===== config.mk =====
export PLATFORM = sky130hd
export DESIGN_NAME = regfile_dump_reader
export DESIGN_NICKNAME = d
export VERILOG_FILES = /design/src/rtl/datapath_pkg.sv /design/src/rtl/regfile_dump_reader.sv
export SDC_FILE = /design/constraint.sdc
export NUM_CORES = 1
export LEC_CHECK = 0
export CORE_MARGIN = 3
export CORE_UTILIZATION = 43
export DETAILED_ROUTE_END_ITERATION = 8
export PLACE_DENSITY = 0.86
export REMOVE_ABC_BUFFERS = 1
export SYNTH_ARGS = -nofsm -noshare
export SYNTH_HDL_FRONTEND = slang
export SYNTH_SLANG_ARGS = --single-unit

===== constraint.sdc =====
create_clock -name clk -period 4.4 [get_ports clk]
set_input_delay 0.88 -clock clk [delete_from_list [all_inputs] [get_ports clk]]
set_output_delay 0.88 -clock clk [all_outputs]
set_load 0.05 [all_outputs]

===== src/rtl/datapath_pkg.sv =====
// Shared datapath constants and the register dump state encoding.
// Imported by the register-file dump reader.
package datapath_pkg;

    localparam int NUM_REGS = 32;
    localparam int ADDR_W   = 5;
    localparam int DATA_W   = 32;

    typedef enum logic [1:0] {
        IDLE,
        FETCH,
        SEND
    } dump_state_t;

endpackage


===== src/rtl/regfile_dump_reader.sv =====
// Walks r0..r(NUM_REGS-1) through a register-file read port and streams
// each value out over valid/ready, forwarding a same-cycle write.
module regfile_dump_reader
    import datapath_pkg::*;
(
    input  logic              clk,
    input  logic              reset,
    input  logic              Start,
    output logic [ADDR_W-1:0] ReadRegister,
    input  logic [DATA_W-1:0] ReadData,
    input  logic              SnoopWrite,
    input  logic [ADDR_W-1:0] SnoopWriteRegister,
    input  logic [DATA_W-1:0] SnoopWriteData,
    output logic              OutValid,
    input  logic              OutReady,
    output logic [DATA_W-1:0] OutData,
    output logic [ADDR_W-1:0] OutIndex,
    output logic              OutLast,
    output logic              Busy,
    output logic              Done
);

    localparam logic [ADDR_W-1:0] LastIdx = ADDR_W'(NUM_REGS - 1);

    dump_state_t       state;
    logic [ADDR_W-1:0] idx;
    logic [DATA_W-1:0] fwdData;
    logic              snoopHit;

    // idx returns to 0 when idle, so the read address is 0 outside a dump
    assign ReadRegister = idx;

    // Same-cycle write to the fetched register wins over the stale read
    always_comb begin
        snoopHit = SnoopWrite && (SnoopWriteRegister == idx);
        fwdData  = snoopHit ? SnoopWriteData : ReadData;
    end

    // Dump sequencer with registered stream outputs
    always_ff @(posedge clk) begin
        if (reset) begin
            state    <= IDLE;
            idx      <= '0;
            OutValid <= 1'b0;
            OutData  <= '0;
            OutIndex <= '0;
            OutLast  <= 1'b0;
            Busy     <= 1'b0;
            Done     <= 1'b0;
        end else begin
            Done <= 1'b0;
            unique case (state)
                IDLE: begin
                    if (Start) begin
                        state <= FETCH;
                        idx   <= '0;
                        Busy  <= 1'b1;
                    end
                end
                FETCH: begin
                    OutData  <= fwdData;
                    OutIndex <= idx;
                    OutLast  <= (idx == LastIdx);
                    OutValid <= 1'b1;
                    state    <= SEND;
                end
                SEND: begin
                    if (OutReady) begin
                        OutValid <= 1'b0;
                        if (OutLast) begin
                            state <= IDLE;
                            idx   <= '0;
                            Busy  <= 1'b0;
                            Done  <= 1'b1;
                        end else begin
                            idx   <= idx + 1'b1;
                            state <= FETCH;
                        end
                    end
                end
                default: state <= IDLE;
            endcase
        end
    end

endmodule


==> impl_metrics.tcl <==
set metrics [dict create \
    post-dp-hpwl_mm 4.91 \
    synth_commonest_cells "dfxtp_1 (48), nand2_1 (47), a32oi_1 (32), nand4_1 (32), o211ai_1 (32)" \
    cellInternalPower_mw 0.769 \
    cpPeakStageDelay_ns 0.68 \
    io_buffers 119 \
    final_core_util_pct 70.1 \
    cp-end-kind "flip-flop" \
    synth_area_sq_um 2320 \
    arrival_ns 2.85 \
    ys_seq_area_share_pct 41.4 \
    max_freq_mhz 378 \
    place_ws_ns 1.46 \
    whs_ns 0.469 \
    tritoncts "built" \
    antenna_found_initial 0 \
    p_seq_share_pct 43.4 \
    numClockSinks 48 \
    ctsHoldBuffers 0 \
    swShare_pct 31.8 \
    multi_input_area_sq_um 1230 \
    fin_ws_ns 1.76 \
    path_delay_family "buffers and inverters" \
    antenna_cells 0 \
    grt_pass1_vias 2320 \
    ant_nets 0 \
    clkPwrFrac_pct 27.0 \
    total_leakage_power_nw 1.17 \
    synthMostInstantiatedCell "dfxtp_1" \
    fin_nets 449 \
    drv_slew 0 \
    die_area_sq_um 6320 \
    synthDistinctLibCells 26 \
    start_kind "input pin" \
    grt_overflow 0 \
    slew_headroom_pct 55.7 \
    p_comb_share_pct 29.7 \
    period_share_pct 60.1 \
    drc 0 \
    path_class "in -> reg" \
    clock_latency_ns 0.29 \
    grt_max_degree 67 \
    worst-slew-pin-transition_ns 0.663 \
    drt-initial-drc-count 157 \
    vias 2576 \
    async_reset_ff_share_pct 0 \
    wl_mm 7.17 \
    synth_top_area_share_pct 41.4 \
    cts.repair.resized 0 \
    syn_inst 272 \
    cts_root_buf "clkbuf_8" \
    synth_ff_type "dfxtp_1" \
    drive_above_1_share_pct 4.30 \
    yosys_warnings 0 \
    globalplace.congestion 0.798 \
    cts.path.max_buffers 2 \
    required_ns 4.61 \
    ys_ff_latch 48 \
    irDropWorstVdd_mv 0.177 \
    vias_per_cell 5.83 \
    core.rowCount 26 \
    path_max_fanout 66 \
    rsz0062_at_grt "no" \
    core-area_sq_um 5170 \
    power.switching_mw 0.358 \
    skew_ns 0.00746 \
    yosys.area.top_type "dfxtp_1" \
    first_pass_iters 4 \
    cp_num_buf_inv 2 \
    synth-edff-count 0 \
    post-route-min-period_ns 2.64 \
    die_x_um 79.5 \
    die_h_um 79.5 \
    nFillCells 406 \
    setup_viol 0 \
    area_growth_pct 56.1 \
    avgSynthCellArea_sq_um 8.53 \
    clkSlewWorstSetupHoldPaths_ns 0.08 \
    grt_usage_pct 22.4 \
    cp_cell_sequence "clkdlybuf4s50_1 -> nor2_4 -> buf_12 -> nand4_1 -> o211ai_1" \
    yosys-top-cells-area "dfxtp_1 (41%), a32oi_1 (12%), o211ai_1 (10%), nand4_1 (8.6%), nand2_1 (7.6%)" \
    cellPowerDensity_nw_per_um2 311 \
    regArea_sq_um 961 \
    cpMaxStageDelayCell "clkdlybuf4s50_1" \
    hp-class "reg -> reg" \
    hold_viol 0 \
    tns_ns 0 \
    status "complete, no violations" \
    post_cts_buffers 0 \
    grt_pass1_wl_mm 11.5 \
    wire_per_inst_um 16.2 \
    power_mw 1.13 \
    maxCapViolations 0 \
    start_util_pct 44.9 \
    cts.htree.levels 2 \
    cts_buffers 5 \
    io-pin-count 120 \
]
-- power groups by stage --
stage                     Combinational [mW]  Sequential [mW]  Clock (mW)
after floorplan                       0.0722            0.599           0
after global placement                 0.331            0.496           0
after detailed placement               0.334            0.498           0
after CTS                              0.335            0.488       0.311
after global routing                   0.353            0.492       0.330
final                                  0.334            0.488       0.304
-- sequential cells by signal, indices dropped and copies added (netlist names) --
register / cells
Busy: 1
Done: 1
OutData: 32
OutIndex: 5
OutLast: 1
OutValid: 1
ReadRegister: 5
state: 2
-- routing by layer --
metal	GRT usage, %	share of wire (%)
met1	31.2	44
met5	0	0
met3	5.08	8.6
met4	6.01	1.0
met2	34.6	47
-- kinds of logic (layout without fill, tap and decap cells) --
group | count (synthesis) | count (layout) | share of synthesized area, %
AO/OA/AOI/OAI | 78 | 78 | 25.6
XOR/XNOR | 8 | 8 | 3.02
adder cells (fa/ha/maj) | 2 | 2 | 1.08
buffers and inverters | 30 | 130 | 5.61
flip-flops | 48 | 48 | 41.4
multiplexers | 1 | 1 | 0.431
AND/OR/NAND/NOR | 105 | 105 | 22.9
-- through the flow --
stage,area (sq um),cells
2_1_floorplan,2190,242
3_3_place_gp,3520,436
5_1_grt,3620,442
6_report,3620,442
4_1_cts,3620,442
3_5_place_dp,3520,436
-- final cells by class --
| type | count | share of cell area, % |
|---|---|---|
| timing repair buffer | 124 | 34.3 |
| sequential | 48 | 26.5 |
| tap | 70 | 2.42 |
| multi-input combinational | 194 | 34.1 |
| clock inverter | 1 | 0.829 |
| clock buffer | 5 | 1.90 |
-- layout by cell type (no fill, tap or decap), drive strengths merged, types with 2 or more instances in the layout --
master	synthesis	layout
o21ai	2	2
xor2	5	5
dfxtp	48	48
nand2	47	47
nand2b	3	3
xnor2	3	3
nor2	12	12
a21oi	11	11
nand3	2	2
buf	13	5
o211ai	32	32
clkdlybuf4s50	0	119
nor2b	2	2
nand4	32	32
a32oi	32	32
ha	2	2
clkbuf	17	5
nor3	2	2
-- worst min-delay path, delay by kind of cell, from the launching register on --
family | cells | cell delay, ns
AND/OR/NAND/NOR | 1 | 0.05
flip-flops | 1 | 0.32
AO/OA/AOI/OAI | 1 | 0.05
-- worst paths after layout --
check	cells past startpoint	start	slack (ns)	endpoint
max	5	reset	1.76	OutData[9]$_SDFFE_PP0P_
min	2	OutIndex[4]$_SDFFE_PP0P_	0.47	OutIndex[4]$_SDFFE_PP0P_
max reg2reg	5	state[0]$_SDFFE_PP0P_	2.30	OutData[9]$_SDFFE_PP0P_
min reg2reg	2	OutIndex[4]$_SDFFE_PP0P_	0.47	OutIndex[4]$_SDFFE_PP0P_
(Power assumes the default switching activity.)
